<file path="src/rtl/interval_timer.sv">
// Interval timer: counts a 4-bit number of "seconds" of DIV clock cycles each.
// It pulses expired for one cycle when the interval ends and reports busy/remaining meanwhile.
module interval_timer #(
    parameter int DIV = 100
) (
    input  logic       clk,
    input  logic       Reset_n,
    input  logic       start_timer,
    input  logic [3:0] value,
    output logic       expired,
    output logic       busy,
    output logic [3:0] remaining
);

    localparam int PW = (DIV > 1) ? $clog2(DIV) : 1;
    localparam logic [PW-1:0] PRE_MAX = PW'(DIV - 1);

    typedef enum logic [1:0] {
        IDLE  = 2'd0,
        COUNT = 2'd1,
        DONE  = 2'd2
    } state_t;

    state_t        state_q, state_d;
    logic [3:0]    rem_q, rem_d;
    logic [PW-1:0] pre_q, pre_d;
    logic          expired_q, busy_q;

    always_ff @(posedge clk or negedge Reset_n) begin
        if (!Reset_n) begin
            state_q   <= IDLE;
            rem_q     <= 4'd0;
            pre_q     <= '0;
            expired_q <= 1'b0;
            busy_q    <= 1'b0;
        end else begin
            state_q   <= state_d;
            rem_q     <= rem_d;
            pre_q     <= pre_d;
            expired_q <= (state_d == DONE);
            busy_q    <= (state_d == COUNT);
        end
    end

    // A restart always wins over a tick in the same cycle.
    always_comb begin
        state_d = state_q;
        rem_d   = rem_q;
        pre_d   = pre_q;
        if (start_timer) begin
            pre_d = '0;
            rem_d = value;
            if (value != 4'd0) begin
                state_d = COUNT;
            end else begin
                state_d = DONE;
            end
        end else begin
            case (state_q)
                COUNT: begin
                    if (pre_q == PRE_MAX) begin
                        pre_d = '0;
                        if (rem_q <= 4'd1) begin
                            rem_d   = 4'd0;
                            state_d = DONE;
                        end else begin
                            rem_d = rem_q - 4'd1;
                        end
                    end else begin
                        pre_d = pre_q + 1'b1;
                    end
                end
                DONE:    state_d = IDLE;
                default: state_d = state_q;
            endcase
        end
    end

    assign expired   = expired_q;
    assign busy      = busy_q;
    assign remaining = rem_q;

endmodule

</file>
<file path="config.mk">
export PLATFORM = sky130hd
export DESIGN_NAME = interval_timer
export DESIGN_NICKNAME = d
export VERILOG_FILES = /design/src/rtl/interval_timer.sv
export SDC_FILE = /design/constraint.sdc
export NUM_CORES = 1
export LEC_CHECK = 0
export ABC_AREA = 1
export BUFFER_PORTS_ARGS = -buffer_cell sky130_fd_sc_hd__buf_2
export CORE_UTILIZATION = 25
export CTS_CLUSTER_SIZE = 8
export DETAILED_ROUTE_END_ITERATION = 6
export SYNTH_ARGS = -nofsm -noshare
export SYNTH_HDL_FRONTEND = slang
export SYNTH_SLANG_ARGS = --single-unit
export TNS_END_PERCENT = 20
</file>
<file path="constraint.sdc">
create_clock -name clk -period 1.79 [get_ports clk]
set_input_delay 0.358 -clock clk [delete_from_list [all_inputs] [get_ports clk]]
set_output_delay 0.358 -clock clk [all_outputs]
set_load 0.01 [all_outputs]
</file>
==> results of run 1 <==
-- worst max-delay path: stages (launching register included) --
cell and delay, ps:
dfrtp_1 410, inv_1 120, ha_1 190, inv_1 40, nand2_1 50, nand2_1 60
nor2_1 160, nand2_4 80, nand2_2 80, nand2_2 50, nand2_2 60, nor2_1 40
-- synth_stat cells, types with 3 or more instances --
master,n,area [sq um]
a21oi_1,5,25.0
ha_1,4,50.1
dfrtp_1,15,375
nor2_1,15,56.3
nand3_1,4,20.0
nand2_1,18,67.6
nor2_2,3,18.8
xnor2_1,5,43.8
inv_1,15,56.3
nand2_2,8,50.1
o21ai_2,4,35.0
o22ai_1,3,18.8
-- layout by cell type, fill, tap and decap left out --
cell      Yosys  final
inv_6         1      1
nand3_2       2      2
ha_1          4      4
nand3_1       4      4
nand2_1      18     18
inv_2         2      2
xnor2_1       5      5
nand2_4       1      1
nor2_4        2      2
o21ai_4       1      1
o22ai_1       3      3
inv_1        15     15
clkbuf_1      0      1
nor2_1       15     15
clkbuf_8      0      3
buf_2         0     12
nor2_2        3      3
dfrtp_1      15     15
nor3_2        1      1
a21oi_1       5      5
xor2_1        1      1
nand2_2       8      8
o21ai_2       4      4
o21ai_0       1      1
-- logic make-up after synthesis --
group / synth area share (%)
adder cells (fa/ha/maj): 5.33
AND/OR/NAND/NOR: 29.5
XOR/XNOR: 5.60
flip-flops: 40.0
buffers and inverters: 8.93
AO/OA/AOI/OAI: 10.7
-- per-layer routing --
layer  part of all wire, %  vias to the layer above  wire (um)
met4                  0.82                        0         14
met1                    47                      355        801
met5                     0                        -          0
met3                   2.7                        2         47
met2                    50                       11        852
li1                      -                      379          -
-- power by group through the flow --
stage | registers, W | logic, W | clock network [W]
floorplan | 0.000428 | 0.000208 | 0
CTS | 0.000413 | 0.000291 | 0.000284
finish | 0.000412 | 0.000287 | 0.000275
global route | 0.000418 | 0.000328 | 0.000301
global placement | 0.000418 | 0.000290 | 0
detailed placement | 0.000419 | 0.000289 | 0
-- per-stage QoR --
step	setup WS [ps]	hold slack [ps]
finish	335	4.34
floorplan	396	62.4
global route	173	32.0
detailed placement	334	288
CTS	318	21.9
global placement	362	292
-- flip-flops by register name (all words and copies together) (netlist names) --
signal and count:
pre_q 7, state_q 2, expired 1, remaining 4
busy 1
-- path summary, 6_finish.rpt --
| check | endpoint | slack (ps) | depth (start not counted) |
|---|---|---|---|
| worst min register to register | pre_q[1] | 520 | 2 |
| worst min-delay path | pre_q[4] | 4 | 1 |
| worst max-delay path | busy | 330 | 11 |
| min in group clk | remaining[3] | 420 | 5 |
| worst max register to register | busy | 330 | 11 |
| max in group asynchronous | state_q[0] | 1540 | 1 |
-- cell type report --
cell class | instances | area, sq um
Clock buffer | 4 | 45.0
Fill cell | 393 | 2380
Inverter | 18 | 72.6
Multi-Input combinational cell | 78 | 479
Sequential cell | 15 | 375
Tap cell | 46 | 57.6
Timing Repair Buffer | 12 | 60.1
==> reports/summary.txt, run 1 <==
Status: complete, no violations
CP Data Arrival Time: 1590 ps
Clock skew: 1.02 ps
Worst Path Required: 1920 ps
Post-cts resize count: 0
Area growth syn-to-layout: 16.1%
GR Util met3: 3.26%
Leakage power: 0.536 nW
# DRC: 0
Post-synth EDFFs: 0
Power Total: 0.000974 W
Vias/cell: 4.32
Met1 Use GR: 12.2%
CTS buffer count: 3
Post-route setup TNS: 0 ps
Total track usage: 9.51%
Port Buffer Count: 12
Starting Density: 27.1%
Clock Latency Late Sink: 240 ps
GRT Residual Overflow: 0
GPL Wtd Cong: 0.837
Post-DP HPWL: 1.31 mm
Largest net degree at the start of global routing: 16
Synth warnings: 0
Avg Inst Size Synth: 8.38 sq um
Class of the worst hold path: in2async
Syn Nets: 123
Critical path startpoint: remaining[0]
Diode count: 0
CTS clk-pin slew, worst paths: 60 ps
Grt peak-use layer: met2
Synthesized area: 938 sq um
Drt total wl: 1.72 mm
Height of the die: 63.3 um
Via Count: 747
Max VDD drop: 0.474 mV
Die width: 63.3 um
Post-Place Cell Area: 1040 sq um
Crit-path max FO: 4
Clock power share: 28.2%
Max Cap Violations: 0
Non-Filler Instances: 173
RSZ-0062 raised after global routing: no
Worst setup SP type: register
P_sw: 0.000319 W
Std-Cell Rows: 21
Vias in the first global route: 690
Mapped Cells: 112
Initial antenna violation count: 0
Wirelength per Cell: 9.92 um
Clk root buf: clkbuf_8
Worst slew margin: 77.7%
Worst R2R Start: remaining[0]
Antenna-violating nets left: 0
Design area: 1090 sq um
I/O pin total: 13
Total core area: 3470 sq um
Core Util, Final: 31.4%
Layout cells sized above 1: 31.5%
Final min period: 1460 ps
Hold Fails Final Rpt: 0
Final period util: 81.3%
Seq pwr share: 42.3%
Final Max Slew Viols: 0
Hold_buf cts: 0
Max Root-Sink Buffers: 2
Comb pwr share: 29.5%
Fmax: 0.687 GHz
Post-CTS setup buffers: 0
DR iter-0 viols: 13
H-tree Lvls: 1
Placed Cells: 169
Die area: 4000 sq um
Measured slew at the worst slew-check pin: 334 ps
Setup Crit Path Kind: reg2reg
CTS tree: built
Synth Register Bits: 15
First-pass GRT wire length: 2.97 mm
# setup viols final: 0
FFs w/ async S/R, synth: 100%
Pre-antenna DRT Iters: 4
Clock Sinks: 15
Final #Nets: 139
Int Power: 0.000656 W
Grt met2 use: 15.1%
Post-synthesis cell type count: 22
Top_reg_cell synth: dfrtp_1
Sequential fraction of the synthesis area: 40.0%
Power Density: 894 nW/um^2
CP endpoint kind: register
Switching share of power: 32.7%
Note: power is estimated with default switching activity, not from simulation.
==> inputs of run 2 (changes only) <==
==> constraint.sdc (replaced) <==
create_clock -name clk -period 1.4 [get_ports clk]
set_input_delay 0.28 -clock clk [delete_from_list [all_inputs] [get_ports clk]]
set_output_delay 0.28 -clock clk [all_outputs]
set_load 0.01 [all_outputs]
==> run 2 against run 1 <==
Against the previous run: the flow now finishes with violations (negative setup slack); final cell count increased by 4.0%; critical path depth unchanged; sequential share of layout area decreased by 3.7 points; die area unchanged.
==> reports/summary.txt, run 2 (same netlist as run 1, synthesis figures left out) <==
Die width: 63.3 um
FF-to-FF path depth: 11
Wirelength per Cell: 10.3 um
Area growth syn-to-layout: 30.3%
Worst setup SP type: register
Crit-path most repeated cell: nand2_2
Max Cap Violations: 0
First-pass GRT wire length: 3.07 mm
Power Density: 1170 nW/um^2
Max incr delay on CP: 430 ps
CTS buffer count: 3
Clock skew: 1.60 ps
Initial antenna violation count: 0
Starting Density: 27.1%
GRT Residual Overflow: 0
Fmax: 0.710 GHz
Critical path depth: 11
Die area: 4000 sq um
GPL Wtd Cong: 0.733
Crit-path max FO: 4
Height of the die: 63.3 um
Vias/cell: 4.28
Failing checks: negative setup slack
Total core area: 3470 sq um
Max VDD drop: 0.733 mV
# DRC: 0
Final Max Slew Viols: 0
Worst slew margin: 76.7%
Antenna-violating nets left: 0
Worst-path cell chain: buf_6 -> ha_4 -> inv_1 -> nand2_2 -> nand2_2 -> nor2_4 -> nand2_4 -> nand2_4 -> nand2_2 -> nand2_2 -> nor2_2
Final min period: 1410 ps
Layout cells sized above 1: 46.3%
Drt total wl: 1.86 mm
Largest register FFs: 7
I/O pin total: 13
Slowest CP cell: dfrtp_1
H-tree Lvls: 1
Most frequent cells in the layout: 15 x nand2_1, 15 x dfrtp_1, 13 x nor2_1
Design area: 1220 sq um
Post-DP HPWL: 1.40 mm
Vias in the first global route: 732
Leakage power: 0.577 nW
Final period util: 101%
CTS tree: built
Clock Latency Late Sink: 250 ps
Power Total: 0.00143 W
Clock Sinks: 15
Worst Path Buf+Inv: 2
Post-Place Cell Area: 1070 sq um
Diode count: 0
Via Count: 770
Top Family by Delay on Critical Path: simple AND/OR/NAND/NOR gates
Clk root buf: clkbuf_8
Setup slack after layout: -9.05 ps
Largest net degree at the start of global routing: 16
DR iter-0 viols: 9
Setup Crit Path Kind: reg2reg
RSZ-0062 raised after global routing: yes
Hold Fails Final Rpt: 0
Class of the worst hold path: in2reg
# setup viols final: 1
CP Data Arrival Time: 1560 ps
Hold Crit Depth: 5
Worst Path Required: 1550 ps
Max Root-Sink Buffers: 2
Pre-antenna DRT Iters: 4
Status: finished with violations
Total track usage: 9.84%
Measured slew at the worst slew-check pin: 350 ps
Reg with most FFs: pre_q
Final #Nets: 146
Port Buffer Count: 12
Std-Cell Rows: 21
Fill cells: 371
CTS clk-pin slew, worst paths: 60 ps
CP endpoint kind: register
run 2: cell count changes in the layout (fill, tap and decap cells not counted), moves of 2 or more:
cell     before  now
buf_4         0    5
ha_1          4    1
inv_1        15   12
inv_2         2    5
nand2_1      18   15
a21oi_1       5    3
a21oi_2       0    2
ha_4          0    2
nand2_2       8   10
nor2_1       15   13
o22ai_1       3    1
o22ai_2       0    2
run 2: worst register-to-register path, cell delays in order, from the launching register on:
cell     delay [ps]
dfrtp_1         430
buf_6           130
ha_4            110
inv_1            40
nand2_2          70
nand2_2          70
nor2_4          130
nand2_4          80
nand2_4          80
nand2_2          40
nand2_2          80
nor2_2           40
run 2: layout make-up:
type,instances,area [sq um],share of cell area (%)
multi-input combinational,78,553,45.2
clock buffer,4,45.0,3.68
tap,46,57.6,4.71
sequential,15,375,30.7
timing repair buffer,19,119,9.72
inverter,18,72.6,5.94
run 2: final timing paths:
kind	slack, ps	from	end
setup / recovery	-9	remaining[0]	busy
hold / removal	350	value[3]	remaining[3]
setup reg to reg	-9	remaining[0]	busy
hold reg to reg	530	pre_q[1]	pre_q[1]
max in group asynchronous	670	Reset_n	pre_q[6]
min in group asynchronous	470	Reset_n	pre_q[4]
run 2: what timing repair did:
action | in CTS | in global routing
hold buffers | 1 | 0
endpoints found under the setup margin | 1 | 6
gates resized for setup | 1 | 21
setup buffers | 0 | 2
hold endpoints to repair | 15 | 0
pin swaps | 0 | 7
cloned | 0 | 0
run 2: per-layer routing:
metal,share of wire (%),vias to the layer above,GRT usage [%]
met2,51,8,16.4
met4,0.75,0,3.98
li1,-,393,-
met3,2.9,2,3.44
met1,45,367,11.4
met5,0,-,0
run 2: power by group:
group / leakage (nW) / internal (W) / switching, W
Combinational: 0.359 / 0.000253 / 0.000283
Clock: 0.0228 / 0.000202 / 0.000157
Sequential: 0.196 / 0.000483 / 0.0000519
Total: 0.577 / 0.000938 / 0.000492
run 2: stage by stage:
stage / setup TNS (ps) / std cells / setup slack (ps) / util [%] / hold WS [ps]
floorplan: 0 / 112 / 5.93 / - / -15.6
global placement: 0 / 173 / 73.2 / 31.0 / 215
detailed placement: -11.6 / 173 / -11.6 / 31.0 / 207
CTS: 0 / 178 / 10.2 / 32.6 / 343
global route: -169 / 180 / -82.2 / 35.2 / 380
finish: -9.05 / 180 / -9.05 / 35.2 / 351
